`config.mk`:
```
export PLATFORM = sky130hd
export DESIGN_NAME = empacotador_caixas
export DESIGN_NICKNAME = d
export VERILOG_FILES = /design/src/rtl/empacotador_pkg.sv /design/src/rtl/empacotador_caixas_contador_saturado.sv /design/src/rtl/empacotador_caixas.sv
export SDC_FILE = /design/constraint.sdc
export NUM_CORES = 1
export LEC_CHECK = 0
export CAP_MARGIN = 20
export CORE_ASPECT_RATIO = 0.7
export CORE_MARGIN = 2
export CORE_UTILIZATION = 56
export CTS_BUF_LIST = sky130_fd_sc_hd__clkbuf_4
export CTS_CLUSTER_DIAMETER = 40
export CTS_CLUSTER_SIZE = 24
export DETAILED_ROUTE_END_ITERATION = 16
export PLACE_DENSITY = 0.89
export SYNTH_ARGS = -nofsm -noshare
export SYNTH_HDL_FRONTEND = slang
export SYNTH_SLANG_ARGS = --single-unit
export TNS_END_PERCENT = 100
```
`constraint.sdc`:
```
create_clock -name clk_i -period 4.28 [get_ports clk_i]
set_clock_uncertainty 0.15 [all_clocks]
set_input_delay 1.07 -clock clk_i [delete_from_list [all_inputs] [get_ports clk_i]]
set_output_delay 1.07 -clock clk_i [all_outputs]
set_load 0.03 [all_outputs]
```
`src/rtl/empacotador_pkg.sv`:
```
// Shared types and default parameters for the box-packing stage.
package empacotador_pkg;

  typedef enum logic [1:0] {
    StEsperaCaixa = 2'd0,
    StEnchendo    = 2'd1,
    StFechando    = 2'd2,
    StEnviando    = 2'd3
  } estado_e;

  localparam int unsigned BottlesPerBoxDef = 12;
  localparam int unsigned CloseCyclesDef   = 4;
  localparam int unsigned MaxCaixasDef     = 99;
  localparam int unsigned TimeoutCyclesDef = 8;

endpackage

```
`src/rtl/empacotador_caixas_contador_saturado.sv`:
```
// Generic saturating up-counter with synchronous clear (clear beats increment).
module contador_saturado #(
  parameter int unsigned Width  = 7,
  parameter int unsigned MaxVal = 99
) (
  input  logic             clk_i,
  input  logic             rst_ni,
  input  logic             clr_i,
  input  logic             inc_i,
  output logic [Width-1:0] count_o
);

  localparam logic [Width-1:0] Max = Width'(MaxVal);

  logic [Width-1:0] count_q, count_d;

  always_comb begin
    count_d = count_q;
    if (clr_i) begin
      count_d = '0;
    end else if (inc_i && (count_q != Max)) begin
      count_d = count_q + 1'b1;
    end
  end

  always_ff @(posedge clk_i or negedge rst_ni) begin
    if (!rst_ni) begin
      count_q <= '0;
    end else begin
      count_q <= count_d;
    end
  end

  assign count_o = count_q;

endmodule

```
`src/rtl/empacotador_caixas.sv`:
```
// Box packing sequencer: wait for box, fill, close, hand off; counts shipped boxes.
// Optional hand-off timeout alarm enabled with `define EMPACOTADOR_TIMEOUT_EN.
module empacotador_caixas
  import empacotador_pkg::*;
#(
  parameter int unsigned BottlesPerBox = BottlesPerBoxDef,
  parameter int unsigned CloseCycles   = CloseCyclesDef,
`ifdef EMPACOTADOR_TIMEOUT_EN
  parameter int unsigned TimeoutCycles = TimeoutCyclesDef,
`endif
  parameter int unsigned MaxCaixas     = MaxCaixasDef
) (
  input  logic       clk_i,
  input  logic       rst_ni,
  input  logic       garrafa_valid_i,
  output logic       garrafa_ready_o,
  input  logic       sensor_caixa_i,
  input  logic       caixa_ready_i,
  output logic       caixa_valid_o,
  output logic       atuador_fechar_o,
  input  logic       zerar_contagem_i,
  output logic [3:0] contagem_garrafas_o,
  output logic [6:0] contagem_caixas_o,
  output logic [1:0] estado_o,
  output logic       led_alarme_o
);

  localparam logic [3:0] BottlesLast = 4'(BottlesPerBox - 1);
  localparam logic [3:0] CloseLast   = 4'(CloseCycles - 1);

  estado_e    state_q, state_d;
  logic [3:0] garrafas_q, garrafas_d;
  logic [3:0] timer_q, timer_d;
  logic       ready_q, ready_d;
  logic       valid_q, valid_d;
  logic       atuador_q, atuador_d;
  logic       bottle_acc, box_acc;

  assign bottle_acc = ready_q & garrafa_valid_i;
  assign box_acc    = valid_q & caixa_ready_i;

  always_comb begin
    state_d    = state_q;
    garrafas_d = garrafas_q;
    timer_d    = timer_q;
    if (bottle_acc) begin
      garrafas_d = garrafas_q + 4'd1;
    end
    unique case (state_q)
      StEsperaCaixa: begin
        if (sensor_caixa_i) state_d = StEnchendo;
      end
      StEnchendo: begin
        timer_d = '0;
        if (bottle_acc && (garrafas_q == BottlesLast)) state_d = StFechando;
      end
      StFechando: begin
        if (timer_q == CloseLast) begin
          state_d = StEnviando;
          timer_d = '0;
        end else begin
          timer_d = timer_q + 4'd1;
        end
      end
      StEnviando: begin
        if (box_acc) begin
          state_d    = StEsperaCaixa;
          garrafas_d = '0;
        end
      end
      default: state_d = StEsperaCaixa;
    endcase
    // Ready needs a full cycle in ENCHENDO first, and drops with the box sensor.
    ready_d   = (state_q == StEnchendo) && (state_d == StEnchendo) && sensor_caixa_i;
    atuador_d = (state_d == StFechando);
    valid_d   = (state_d == StEnviando);
  end

  always_ff @(posedge clk_i or negedge rst_ni) begin
    if (!rst_ni) begin
      state_q    <= StEsperaCaixa;
      garrafas_q <= '0;
      timer_q    <= '0;
      ready_q    <= 1'b0;
      valid_q    <= 1'b0;
      atuador_q  <= 1'b0;
    end else begin
      state_q    <= state_d;
      garrafas_q <= garrafas_d;
      timer_q    <= timer_d;
      ready_q    <= ready_d;
      valid_q    <= valid_d;
      atuador_q  <= atuador_d;
    end
  end

  contador_saturado #(
    .Width  (7),
    .MaxVal (MaxCaixas)
  ) u_contador_caixas (
    .clk_i   (clk_i),
    .rst_ni  (rst_ni),
    .clr_i   (zerar_contagem_i),
    .inc_i   (box_acc),
    .count_o (contagem_caixas_o)
  );

`ifdef EMPACOTADOR_TIMEOUT_EN
  localparam logic [7:0] TimeoutLim = 8'(TimeoutCycles);

  logic [7:0] wait_q, wait_d;
  logic       alarm_q, alarm_d;

  always_comb begin
    wait_d  = wait_q;
    alarm_d = alarm_q;
    if (box_acc) begin
      wait_d  = '0;
      alarm_d = 1'b0;
    end else if ((state_q == StEnviando) && !caixa_ready_i) begin
      if (wait_q != TimeoutLim) wait_d = wait_q + 8'd1;
      alarm_d = alarm_q | (wait_d == TimeoutLim);
    end
  end

  always_ff @(posedge clk_i or negedge rst_ni) begin
    if (!rst_ni) begin
      wait_q  <= '0;
      alarm_q <= 1'b0;
    end else begin
      wait_q  <= wait_d;
      alarm_q <= alarm_d;
    end
  end

  assign led_alarme_o = alarm_q;
`else
  assign led_alarme_o = 1'b0;
`endif

  assign garrafa_ready_o     = ready_q;
  assign caixa_valid_o       = valid_q;
  assign atuador_fechar_o    = atuador_q;
  assign contagem_garrafas_o = garrafas_q;
  assign estado_o            = state_q;

endmodule

```
==> flow_metrics.py <==
metrics = {
    "clock_network": {
        "ctsHoldBuffers": 0,
        "post_cts.repair.setup_buffers": 0,
        "root_buffer": "clkbuf_4",
        "cts.sinks": 20,
        "clockBufferDepth": 2,
        "htree_num_levels": 1,
        "cts-resized-gates": 0,
        "cts_tree": "built",
        "clock_latency_ns": 0.30,
        "clk_pin_slew_ns": 0.10,
        "cts_made_buffers": 3,
    },
    "global_routing": {
        "antenna_found_initial": 0,
        "grt_pass1_vias": 821,
        "grt_pass1_wl_um": 3850,
        "grt-ovfl-total": 0,
        "grt_max_degree": 21,
        "grt_use_total": 0.217,
    },
    "critical_path": {
        "cp_max_fo": 6,
        "cp_cell_sequence": "clkdlybuf4s50_1",
        "slowest_stage": "clkdlybuf4s50_1",
        "crit_path_max_incr_delay_ns": 0.71,
        "end_kind": "output port",
        "cp_top_family": "buffers and inverters",
        "cp.required_ns": 3.06,
        "crit_buf_inv": 1,
        "rrSetupSlack_ns": 2.34,
        "rr_worst_depth": 6,
        "rr_startpoint": "estado_o[0]$_DFF_PN0_",
        "cp-startpoint": "u_contador_caixas.count_o[2]$_DFFE_PN0P_",
        "regToRegEndpoint": "caixa_valid_o$_DFF_PN0_",
        "arrival_ns": 1.50,
        "crit_end": "contagem_caixas_o[2]",
        "cp.depth": 1,
        "worstSetupPathType": "reg2out",
        "critPathLaunchType": "flop",
    },
    "power_and_ir_drop": {
        "powerDensity_mw_per_mm2": 400,
        "leakage_nw": 0.590,
        "p_total_uw": 557,
        "ir_drop_uv": 404,
    },
    "final_layout": {
        "fin_nets": 145,
        "fillers": 132,
        "area_growth_pct": 21.7,
        "final_cell_mix": "clkdlybuf4s50_1 (21), dfrtp_1 (20), nor2_1 (11), nand3_1 (7), ha_1 (7)",
        "diodes": 0,
        "drive_above_1_share": 0.123,
        "fin_util": 0.737,
        "mostFrequentLayoutCell": "clkdlybuf4s50_1",
        "stdcell_area_mm2": 0.00139,
    },
    "timing": {
        "setup_viol": 0,
        "worst_slew_margin_rel": 0.411,
        "min_period_ns": 2.72,
        "hold_violations": 0,
        "fin_hold_ws_ns": 0.392,
        "slew_viol_final": 0,
        "rsz0062_at_grt": "no",
        "setup_tns_ns": 0,
        "tightest_slew_ns": 0.881,
        "fmax_mhz": 368,
        "post-route-period-util": 0.635,
    },
    "floorplanning": {
        "coreArea_mm2": 0.00189,
        "start_util": 0.605,
        "die_w_um": 58.0,
        "io-pin-count": 23,
        "die_height_um": 41.8,
        "rows": 13,
        "die_area_mm2": 0.00242,
    },
    "synthesis": {
        "synthSimpleGateAreaFrac": 0.227,
        "synth-seq-area-share": 0.438,
        "yosys_warnings": 0,
        "synth_cell_types": 41,
        "synth_compound_gate_area_share": 0.158,
        "synth_top_family_by_area": "simple AND/OR/NAND/NOR gates",
        "synth.area.mux_share": 0.00876,
        "synth_xor_area_frac": 0.0613,
        "synth_fp_nets": 121,
        "synth_fa_ha_area_frac": 0.0767,
        "synth_area_mm2": 0.00114,
        "synth_seq_cells": 20,
        "synth_cells": 108,
        "avgSynthCellArea_um2": 10.6,
    },
    "route": {
        "vias_per_cell": 5.84,
        "ant_nets": 0,
        "vias": 887,
        "drc_errors": 0,
        "drt_pass1_iterations": 4,
        "routedWlPerCell_um": 15.1,
        "routed_wl_um": 2290,
        "first_iter_violations": 28,
    },
    "min_path": {
        "min_from": "timer_q[0]$_DFFE_PN0P_",
        "hp-class": "reg2reg",
    },
    "placed_design": {
        "portBuffers": 21,
        "dp_hpwl_um": 1830,
        "placed_cell_area_mm2": 0.00137,
        "finalWeightedCongestion": 0.861,
    },
    "flow_run": {
        "max_cap_viol_count": 0,
    },
    "status": {
        "status": "finished, final reports clean",
    },
}
## how the worst min path moves through the flow
stage | end | slack [ns] | depth (start not counted)
floorplan | timer_q[0]$_DFFE_PN0P_ | 0.33 | 1
global placement | timer_q[0]$_DFFE_PN0P_ | 0.36 | 1
detailed placement | timer_q[0]$_DFFE_PN0P_ | 0.37 | 1
CTS | timer_q[0]$_DFFE_PN0P_ | 0.39 | 1
global route | timer_q[0]$_DFFE_PN0P_ | 0.42 | 1
finish | timer_q[0]$_DFFE_PN0P_ | 0.39 | 1
## report_power, final
| group | total (mW) | switching (mW) | internal, mW | leakage, nW |
|---|---|---|---|---|
| Clock | 0.0843 | 0.0514 | 0.0329 | 0.0138 |
| Sequential | 0.244 | 0.0321 | 0.212 | 0.272 |
| Combinational | 0.229 | 0.131 | 0.0975 | 0.304 |
| Total | 0.557 | 0.214 | 0.342 | 0.590 |
## area by class of cell
cell class	instances	area, µm²	area share
flip-flops and latches	20	500	0.360
repair buffers	21	210	0.151
multi-input cells	81	611	0.439
well taps	22	27.5	0.0198
inverters	5	18.8	0.0135
clock buffers	3	22.5	0.0162
## synth_stat cells (all sizes together)
master / number / area [µm²]
mux2i: 1 / 10.0
or3: 1 / 6.26
inv: 5 / 18.8
nand2: 7 / 28.8
a2111oi: 1 / 27.5
conb: 1 / 3.75
a21boi: 1 / 11.3
buf: 2 / 12.5
dfrtp: 20 / 500
ha: 7 / 87.6
a211oi: 3 / 32.5
o21ai: 4 / 20.0
xnor2: 4 / 35.0
nor4: 1 / 12.5
o31ai: 1 / 7.51
nand4: 2 / 12.5
and4b: 1 / 10.0
and4: 1 / 8.76
a31oi: 1 / 6.26
and2: 2 / 12.5
o21ba: 1 / 10.0
nand3: 7 / 35.0
nor3: 2 / 15.0
xor2: 4 / 35.0
a21o: 1 / 7.51
nand2b: 1 / 6.26
a21bo: 1 / 10.0
a22o: 1 / 8.76
nor2: 11 / 41.3
nor2b: 3 / 18.8
a21oi: 4 / 23.8
a221oi: 1 / 15.0
nor3b: 2 / 20.0
and3: 2 / 15.0
and4bb: 1 / 16.3
## kinds of logic (layout without fill, tap and decap cells)
| kind of cell | Yosys count | after routing |
|---|---|---|
| and+or+nand+nor | 44 | 44 |
| AOI/OAI and AO/OA | 20 | 20 |
| DFF | 20 | 20 |
| xor gates and xnor gates | 8 | 8 |
| adders and majority gates | 7 | 7 |
| buffers and inverters | 7 | 29 |
| other | 1 | 1 |
| muxes | 1 | 1 |
## per-layer routing
layer / routed length [µm] / vias up / GRT usage
li1: - / 428 / -
met1: 1060 / 422 / 0.284
met2: 1060 / 29 / 0.327
met3: 115 / 8 / 0.0717
met4: 59 / 0 / 0.0930
met5: 0 / - / 0
## sequential cells by signal, indices dropped and copies added (netlist names)
signal	flops
timer_q	4
caixa_valid_o	1
contagem_garrafas_o	4
u_contador_caixas.count_o	7
estado_o	2
garrafa_ready_o	1
atuador_fechar_o	1
## metrics by stage
stage | worst slack, ns | instances
after floorplan | 2.19 | 108
after global placement | 1.60 | 149
after detailed placement | 1.56 | 149
after CTS | 1.56 | 152
after global routing | 1.51 | 152
final | 1.56 | 152
(Power assumes the default switching activity.)
